`config.mk`:
```
export PLATFORM = sky130hd
export DESIGN_NAME = imem_boot_loader
export DESIGN_NICKNAME = d
export VERILOG_FILES = /design/src/rtl/imem_loader_pkg.sv /design/src/rtl/imem_word_packer.sv /design/src/rtl/imem_boot_loader.sv
export SDC_FILE = /design/constraint.sdc
export NUM_CORES = 1
export LEC_CHECK = 0
export ABC_AREA = 1
export CAP_MARGIN = 20
export CORE_ASPECT_RATIO = 0.8
export CORE_MARGIN = 10
export CORE_UTILIZATION = 52
export CTS_BUF_LIST = sky130_fd_sc_hd__clkbuf_8
export DETAILED_ROUTE_END_ITERATION = 12
export PLACE_DENSITY = 0.75
export SETUP_SLACK_MARGIN = 0.2
export SKIP_CTS_REPAIR_TIMING = 1
export SLEW_MARGIN = 20
export SYNTH_ARGS = -nofsm -noshare
export SYNTH_HDL_FRONTEND = slang
export SYNTH_SLANG_ARGS = --single-unit
```
`constraint.sdc`:
```
create_clock -name clock -period 2.5 [get_ports clock]
set_input_delay 0.375 -clock clock [delete_from_list [all_inputs] [get_ports clock]]
set_output_delay 0.375 -clock clock [all_outputs]
set_load 0.02 [all_outputs]
```
`src/rtl/imem_loader_pkg.sv`:
```
// Shared definitions for the instruction-memory boot loader.
//   loader_state_t  : FSM states of the loader
//   BYTES_PER_WORD  : host bytes packed into one instruction word
//   BYTE_CNT_W      : width of the per-word byte counter
//   accepts_bytes() : states in which the host link is allowed to deliver a byte
//   can_start()     : states in which load_start is honoured
package imem_loader_pkg;

  localparam int BYTES_PER_WORD = 4;
  localparam int BYTE_CNT_W     = $clog2(BYTES_PER_WORD);

  typedef enum logic [2:0] {
    IDLE,
    HDR,
    LOAD,
    WRITE,
    CSUM,
    DONE,
    ERROR
  } loader_state_t;

  function automatic logic accepts_bytes(input loader_state_t s);
    return (s == HDR) || (s == LOAD) || (s == CSUM);
  endfunction

  function automatic logic can_start(input loader_state_t s);
    return (s == IDLE) || (s == DONE) || (s == ERROR);
  endfunction

endpackage

```
`src/rtl/imem_word_packer.sv`:
```
// Little-endian byte-to-word packer.
//   clock, reset : clock and asynchronous active-low reset
//   clear        : drop any partial word and restart at byte 0
//   byte_en      : byte_in is consumed this cycle
//   byte_in      : incoming byte (first byte of a word lands in [7:0])
//   word         : the word as it stands including byte_in (valid with word_full)
//   word_full    : byte_in is the last byte of a word; word is complete this cycle
module imem_word_packer
  import imem_loader_pkg::*;
#(
  parameter int DATA_WIDTH = 32
) (
  input  logic                  clock,
  input  logic                  reset,
  input  logic                  clear,
  input  logic                  byte_en,
  input  logic [7:0]            byte_in,
  output logic [DATA_WIDTH-1:0] word,
  output logic                  word_full
);

  logic [BYTE_CNT_W-1:0]   byte_cnt;
  // Bytes received so far in the current word; the newest sits at the top so that
  // after the last byte the first one has been shifted down to [7:0].
  logic [DATA_WIDTH-9:0]   shift_q;

  // The completed word is presented in the same cycle as its last byte so the
  // caller can register it without an extra cycle of latency.
  assign word      = {byte_in, shift_q};
  assign word_full = byte_en && (byte_cnt == BYTE_CNT_W'(BYTES_PER_WORD - 1));

  // NOTE: registers are updated with non-blocking assignments so every flop samples
  // the pre-edge values, independent of statement order.
  always_ff @(posedge clock or negedge reset) begin
    if (!reset) begin
      byte_cnt <= '0;
      shift_q  <= '0;
    end else if (clear) begin
      byte_cnt <= '0;
      shift_q  <= '0;
    end else if (byte_en) begin
      byte_cnt <= byte_cnt + 1'b1;  // wraps to 0 after the last byte of a word
      shift_q  <= word[DATA_WIDTH-1:8];
    end
  end

endmodule

```
`src/rtl/imem_boot_loader.sv`:
```
// Boot loader for the instruction memory write port.
// Receives a framed byte stream (4-byte LE word count N, N LE payload words, one
// XOR checksum byte), writes the words to consecutive addresses and releases the
// core only when the checksum matches.
//   clock, reset  : clock and asynchronous active-low reset
//   load_start    : begin a new load (honoured in IDLE/DONE/ERROR)
//   rx_valid/rx_data/rx_ready : host byte stream, valid/ready handshake
//   mem_wr_en/mem_wr_addr/mem_wr_data : instruction memory write port
//   core_run      : core may fetch/execute
//   load_done     : last load completed with a good checksum
//   load_error    : last load failed (oversize header or bad checksum)
module imem_boot_loader
  import imem_loader_pkg::*;
#(
  parameter int DATA_WIDTH = 32,
  parameter int ADDR_WIDTH = 12
) (
  input  logic                  clock,
  input  logic                  reset,
  input  logic                  load_start,
  input  logic                  rx_valid,
  input  logic [7:0]            rx_data,
  output logic                  rx_ready,
  output logic                  mem_wr_en,
  output logic [ADDR_WIDTH-1:0] mem_wr_addr,
  output logic [DATA_WIDTH-1:0] mem_wr_data,
  output logic                  core_run,
  output logic                  load_done,
  output logic                  load_error
);

  localparam logic [DATA_WIDTH-1:0] DEPTH = DATA_WIDTH'(1) << ADDR_WIDTH;

  loader_state_t state, next_state;

  logic                  byte_fire;
  logic                  start_go;
  logic                  pk_en;
  logic [DATA_WIDTH-1:0] pk_word;
  logic                  pk_full;
  // One bit wider than an address so N == DEPTH and the post-increment index fit.
  logic [ADDR_WIDTH:0]   last_idx;
  logic [ADDR_WIDTH:0]   word_idx;
  logic [7:0]            xor_acc;

  assign byte_fire = rx_valid && rx_ready;
  assign start_go  = load_start && can_start(state);
  // The header count and the payload words share the same little-endian packing.
  assign pk_en     = byte_fire && ((state == HDR) || (state == LOAD));

  imem_word_packer #(
    .DATA_WIDTH (DATA_WIDTH)
  ) u_packer (
    .clock     (clock),
    .reset     (reset),
    .clear     (start_go),
    .byte_en   (pk_en),
    .byte_in   (rx_data),
    .word      (pk_word),
    .word_full (pk_full)
  );

  // ---------------------------------------------------------------- state register
  always_ff @(posedge clock or negedge reset) begin
    if (!reset) state <= IDLE;
    else        state <= next_state;
  end

  // ---------------------------------------------------------------- next state
  always_comb begin
    // NOTE: default assignment first so every path drives next_state and no latch
    // is inferred.
    next_state = state;
    unique case (state)
      IDLE, DONE, ERROR: if (load_start) next_state = HDR;
      HDR: begin
        if (pk_full) begin
          // The full 32-bit count is compared, so a set upper byte is oversize too.
          if (pk_word > DEPTH)     next_state = ERROR;
          else if (pk_word == '0)  next_state = CSUM;
          else                     next_state = LOAD;
        end
      end
      LOAD:  if (pk_full) next_state = WRITE;
      WRITE: next_state = (word_idx == last_idx) ? CSUM : LOAD;
      CSUM:  if (byte_fire) next_state = (rx_data == xor_acc) ? DONE : ERROR;
      default: next_state = IDLE;
    endcase
  end

  // ---------------------------------------------------------------- state outputs
  always_comb begin
    rx_ready   = accepts_bytes(state);
    mem_wr_en  = (state == WRITE);
    core_run   = (state == DONE);
    load_done  = (state == DONE);
    load_error = (state == ERROR);
  end

  // ---------------------------------------------------------------- datapath
  always_ff @(posedge clock or negedge reset) begin
    if (!reset) begin
      last_idx    <= '0;
      word_idx    <= '0;
      xor_acc     <= '0;
      mem_wr_addr <= '0;
      mem_wr_data <= '0;
    end else begin
      if (start_go) begin
        last_idx <= '0;
        word_idx <= '0;
        xor_acc  <= '0;
      end
      // Value is only consulted when N > 0, so the N == 0 underflow is harmless.
      if ((state == HDR) && pk_full) last_idx <= pk_word[ADDR_WIDTH:0] - 1'b1;
      if ((state == LOAD) && byte_fire) xor_acc <= xor_acc ^ rx_data;
      // Captured on the last byte so the write strobe follows one cycle later.
      if ((state == LOAD) && pk_full) begin
        mem_wr_addr <= word_idx[ADDR_WIDTH-1:0];
        mem_wr_data <= pk_word;
      end
      if (state == WRITE) word_idx <= word_idx + 1'b1;
    end
  end

endmodule

```
==> run_results.csv, run 1 <==
group,metric,value,unit
yosys,synth.distinct_cells,29,
setup_path,most_numerous_cell_on_the_critical_path,"inv_1",
clock_tree,clock_tree_from_tritoncts,"built",
sta,fmaxAchievable,464,MHz
sta,finalMaxSlewViolations,0,
sta,tightestPinTransition,0.709,ns
grt,gr-usage-all-layers,17.4,%
grt,global_route.peak_usage_layer,"met2",
setup_path,path_cells,"inv_1 -> nand3_1 -> inv_1 -> clkdlybuf4s50_1",
cells_and_area,layout-area-overhead-vs-synth,17.3,%
sta,final.min_clock_period,2.16,ns
cells_and_area,diodes,0,
floorplan,die_y,108,µm
grt,antenna_found_initial,0,
sta,final.period_utilization,86.3,%
cells_and_area,layout-drive-gt1-share,5.39,%
place,io_buffers,60,
route,drt_pre_antenna_iters,5,
route,vias,4184,
grt,grt_first_pass_wirelength,19.9,mm
yosys,synth_area,5030,µm²
grt,grt.met3_usage,5.28,%
grt,grtUsageMet2,26.9,%
floorplan,num_rows,32,
power,vdd_ir_drop_max,0.000691,V
route,postRouteAntennaNets,0,
power,leakagePower,2.84,nW
clock_tree,clock_root_buffer,"clkbuf_8",
grt,grt-ovfl-total,0,
sta,clock-skew-final,0.0158,ns
floorplan,die_area,14000,µm²
sta,final_hold_viol_count,0,
power,cellPowerDensity,1140,nW/µm²
setup_path,slowest_delay,0.61,ns
cells_and_area,layout.core_utilization,61.9,%
setup_path,path_max_fanout,6,
route,drt-total-wl,12.0,mm
yosys,synth_edf_count,0,
yosys,ys_top_cells_by_area,"dfrtp_1 (53%), nand2_1 (12%), o21ai_0 (6.8%)",
clock_tree,cts.sinks,107,
place,hpwl_after_detailed_placement,8.84,mm
yosys,syn-mean-instance-area,8.26,µm²
sta,final.setup.tns,0,ns
setup_path,critPathCaptureType,"output pin",
power,design_power_total,6.75,mW
place,gp_routability_congestion,0.867,
setup_path,setup.worst_path.start_class,"flop",
yosys,netlist.top_cell.by_area,"dfrtp_1",
grt,pin_count_of_the_biggest_net_entering_global_routing,89,
yosys,post_synth_top_cells,"nand2_1 (160), dfrtp_1 (107), inv_1 (88)",
route,drt_drc_violations_left,0,
route,vias_per_cell,5.32,
clock_tree,post_cts_clock_slew_at_the_launch_and_capture_registers_of_the_worst_setup_and_hold_paths,0.11,ns
yosys,yosysTopAreaCellShare,53.2,%
yosys,syn_nets,625,
grt,grt_use_met1,23.8,%
floorplan,start_util,52.8,%
clock_tree,clk_latency,0.37,ns
status,run_status,"finished clean",
setup_path,cpMaxStageDelayCell,"clkdlybuf4s50_1",
yosys,netlist_instances,609,
yosys,postSynth.asyncResetShare,100,%
clock_tree,cts_max_path_buffers,2,
yosys,library_cell_with_the_highest_instance_count_after_synthesis,"nand2_1",
sta,slew_headroom,52.8,%
yosys,synth.ff_latch_count,107,
cells_and_area,design.final.nets,681,
sta,rsz0062_at_grt,"false",
clock_tree,htree_num_levels,3,
setup_path,timing.setup.critical_path_class,"reg -> out",
floorplan,core_area,9530,µm²
floorplan,ports_placed_on_the_boundary,61,
clock_tree,tritoncts.num_buffers,9,
setup_path,worstPathArrival,1.78,ns
sta,timing.hold.ws,0.486,ns
yosys,yosys_warnings,0,
yosys,ys.flop_type,"dfrtp_1",
route,wire_per_inst,15.2,µm
yosys,synth_seq_area_share,53.2,%
grt,via_count_of_the_first_global_routing_pass,4017,
sta,setup_viol_count_final,0,
route,initialDrtViolationCount,456,
floorplan,die_w,130,µm
worst_hold_path,hold_path.class,"in -> async",
flow_run,maxCapViolations,0,
setup_path,worstPathRequired,2.12,ns
[logic make-up (layout without fill, tap and decap cells)]
logic type	count (synthesis)	in the layout	synth area share, %
simple gates	258	258	21.6
buf+inv	111	170	9.65
fa+ha+maj	4	4	0.995
xor+xnor	8	8	1.39
compound gates	121	121	13.1
flops	107	107	53.2
[area by class of cell]
class,instances,area [µm²]
clock buffer,9,124
sequential,107,2680
clock inverter,5,80.1
multi-input combinational,391,1870
inverter,91,342
timing repair buffer,65,656
tap,119,149
fill,842,3630
[layout by cell type (no fill, tap or decap), types with 6 or more instances in the layout]
cell type / n
clkbuf_8: 9
inv_1: 89
dfrtp_1: 107
clkdlybuf4s50_1: 57
nand4_1: 6
o22ai_1: 25
o21ai_0: 68
a21oi_1: 6
nand2_1: 159
nor2_1: 36
nand3_1: 43
o21ai_1: 15
[worst max-delay path: cells and delay by family, from the launching register on]
family / cells / cell delay (ns)
buffers and inverters: 3 / 0.82
and+or+nand+nor: 1 / 0.11
DFF: 1 / 0.48
[metrics by stage]
stage	setup WS, ns	area [µm²]	instances
floorplan	1.10	5030	609
global placement	0.531	5680	772
detailed placement	0.501	5680	772
CTS	0.141	5880	786
global route	0.230	5900	787
finish	0.343	5900	787
[path summary, 6_finish.rpt]
| path | endpoint | slack (ns) | start | depth (start not counted) |
|---|---|---|---|---|
| worst min register to register | mem_wr_addr[8] | 0.49 | mem_wr_addr[8] | 2 |
| worst max register to register | word_idx[3] | 0.49 | state[1] | 6 |
| worst max-delay path | load_done | 0.34 | state[1] | 4 |
| worst min-delay path | word_idx[10] | 0.49 | reset | 2 |
| max in group asynchronous | last_idx[1] | 1.32 | reset | 3 |
| min in group clock | mem_wr_addr[8] | 0.49 | mem_wr_addr[8] | 2 |
[routing by layer]
| metal | vias up | part of all wire (%) | wire, µm |
|---|---|---|---|
| met5 | - | 0 | 0 |
| met4 | 0 | 0.56 | 67 |
| met3 | 8 | 7.3 | 868 |
| met2 | 124 | 46 | 5470 |
| met1 | 1993 | 46 | 5550 |
| li1 | 2059 | - | - |
[power breakdown]
group | internal, mW | total [mW] | switching (mW)
sequential | 2.18 | 2.52 | 0.342
clock | 0.554 | 1.14 | 0.588
combinational | 1.08 | 3.09 | 2.01
[registers in the layout, indices dropped and copies added (netlist names)]
name and cells:
mem_wr_data 32, last_idx 13, u_packer.shift_q 24, u_packer.byte_cnt 2
xor_acc 8, state 3, mem_wr_addr 12, word_idx 13
Power figures use the tool's default switching activity.
==> run 2: changes to the inputs <==
Settings changed: CORE_UTILIZATION 52 to 50, GPL_ROUTABILITY_DRIVEN from default to 0, PLACE_DENSITY 0.75 to 0.73, SETUP_SLACK_MARGIN 0.2 to 0.05.
==> run 2 against run 1 <==
Net effect: non-clock buffer count rose by 1; register-to-register slack improved by 0.20 ns; cell area rose by 1.1%; global-route usage fell by 0.35 points; worst hold slack improved by 0.0030 ns; sequential cell count did not move; via count rose by 0.45%; fmax fell by 6.7%; first-iteration DRC count fell by 19%; sequential power barely moved; worst setup slack got worse by 0.16 ns; combinational power rose by 2%; highest routed layer unchanged.
==> run_results.csv, run 2 (synthesis gave the netlist of run 1 again) <==
group,metric,value,unit
clock_tree,tritoncts.num_buffers,9,
flow_run,maxCapViolations,0,
sta,finalMaxSlewViolations,0,
sta,final_hold_viol_count,0,
status,run_status,"finished clean",
sta,rsz0062_at_grt,"false",
sta,slew_headroom,67.6,%
cells_and_area,diodes,0,
route,drt-total-wl,11.9,mm
sta,timing.hold.ws,0.489,ns
floorplan,start_util,51.7,%
setup_path,timing.reg2reg.setup_slack,0.69,ns
clock_tree,clock_root_buffer,"clkbuf_8",
cells_and_area,layout-area-overhead-vs-synth,18.7,%
worst_hold_path,hold_path.class,"in -> async",
setup_path,worstPathRequired,2.12,ns
route,drt_drc_violations_left,0,
cells_and_area,largest_registers,"mem_wr_data: 32 flops, u_packer.shift_q: 24 flops",
cells_and_area,stdcell_count,807,
setup_path,worstPathArrival,1.94,ns
setup_path,critPathCaptureType,"output pin",
floorplan,die_area,14500,µm²
setup_path,timing.setup.critical_path_class,"reg -> out",
sta,setup_viol_count_final,0,
grt,antenna_found_initial,0,
power,cellPowerDensity,1160,nW/µm²
floorplan,num_rows,32,
grt,grt_first_pass_wirelength,20.3,mm
grt,grt-ovfl-total,0,
cells_and_area,layout-drive-gt1-share,5.66,%
clock_tree,post_cts_clock_slew_at_the_launch_and_capture_registers_of_the_worst_setup_and_hold_paths,0.10,ns
route,vias,4203,
route,postRouteAntennaNets,0,
cells_and_area,largest_reg_flops,32,
place,hpwl_after_detailed_placement,8.86,mm
floorplan,die_y,110,µm
grt,via_count_of_the_first_global_routing_pass,3984,
power,leakagePower,2.84,nW
setup_path,path_max_fanout,7,
sta,final.min_clock_period,2.31,ns
grt,pin_count_of_the_biggest_net_entering_global_routing,65,
power,vdd_ir_drop_max,0.000791,V
cells_and_area,layout.core_utilization,61.3,%
floorplan,ports_placed_on_the_boundary,61,
setup_path,r2r.worst_path.cells,8,
route,drt_pre_antenna_iters,5,
clock_tree,cts.sinks,107,
place,post-place-cells,790,
sta,fmaxAchievable,432,MHz
sta,final.setup.tns,0,ns
grt,gr-usage-all-layers,17.1,%
cells_and_area,design.final.nets,682,
route,wire_per_inst,14.7,µm
setup_path,setup.worst_path.start_class,"flop",
cells_and_area,biggest_register,"mem_wr_data",
place,io_buffers,60,
clock_tree,clk_latency,0.37,ns
route,initialDrtViolationCount,369,
route,vias_per_cell,5.21,
floorplan,die_w,132,µm
sta,clock-skew-final,0.00788,ns
cells_and_area,layout.cells.most_common,"nand2_1",
clock_tree,cts_max_path_buffers,2,
clock_tree,htree_num_levels,3,
sta,tightestPinTransition,0.486,ns
floorplan,core_area,9730,µm²
sta,final.period_utilization,92.5,%
cells_and_area,layout.cells.most_common_list,"nand2_1 (159), dfrtp_1 (107), inv_1 (89)",
clock_tree,clock_tree_from_tritoncts,"built",
cells_and_area,fill_cells,855,
==> run 2: cell types whose count changed in the layout (fill, tap and decap cells not counted), sizes merged <==
| cell | before | now |
|---|---|---|
| dlymetal6s2s | 2 | 0 |
| bufinv | 2 | 3 |
| buf | 5 | 6 |
| clkdlybuf4s50 | 57 | 59 |
| clkinv | 1 | 2 |
==> run 2: stage by stage <==
stage	power [mW]	setup slack [ns]	instance area [µm²]
after floorplan	4.65	1.10	5030
after global routing	7.50	0.0533	5970
after CTS	6.93	0.163	5960
after global placement	5.56	0.531	5720
final	6.93	0.187	5970
after detailed placement	5.67	0.432	5720
==> run 2: metal layers <==
layer | vias up | GRT usage [%] | share of wire, %
li1 | 2065 | - | -
met1 | 2005 | 23.8 | 49
met2 | 121 | 25.6 | 43
met3 | 12 | 4.74 | 7.8
met4 | 0 | 4.91 | 1.1
met5 | - | 0 | 0
==> run 2: report_power, final <==
group / internal (mW) / total, mW / switching [mW] / leakage, nW
clock: 0.664 / 1.26 / 0.597 / 0.121
combinational: 1.09 / 3.15 / 2.05 / 1.26
sequential: 2.18 / 2.53 / 0.344 / 1.46
==> run 2: worst paths after layout <==
| check | from | end |
|---|---|---|
| max | state[2] | mem_wr_en |
| min | reset | mem_wr_data[12] |
| max reg2reg | state[1] | last_idx[5] |
| min reg2reg | mem_wr_data[12] | mem_wr_data[12] |
| max in group asynchronous | reset | mem_wr_data[24] |
| min in group clock | mem_wr_data[12] | mem_wr_data[12] |
==> run 2: worst max-delay path, stage by stage, from the launching register on <==
cell and delay (ns):
dfrtp_1 0.45, inv_1 0.11, nand3_1 0.24, inv_1 0.15, clkdlybuf4s50_1 0.62
==> run 2: area by class of cell <==
cell class / instances / area, µm² / area share, %
clock inverter: 7 / 115 / 1.93
clock buffer: 9 / 124 / 2.08
tap: 136 / 170 / 2.85
multi-input combinational: 391 / 1870 / 31.3
timing repair buffer: 66 / 671 / 11.2
inverter: 91 / 342 / 5.72
sequential: 107 / 2680 / 44.9
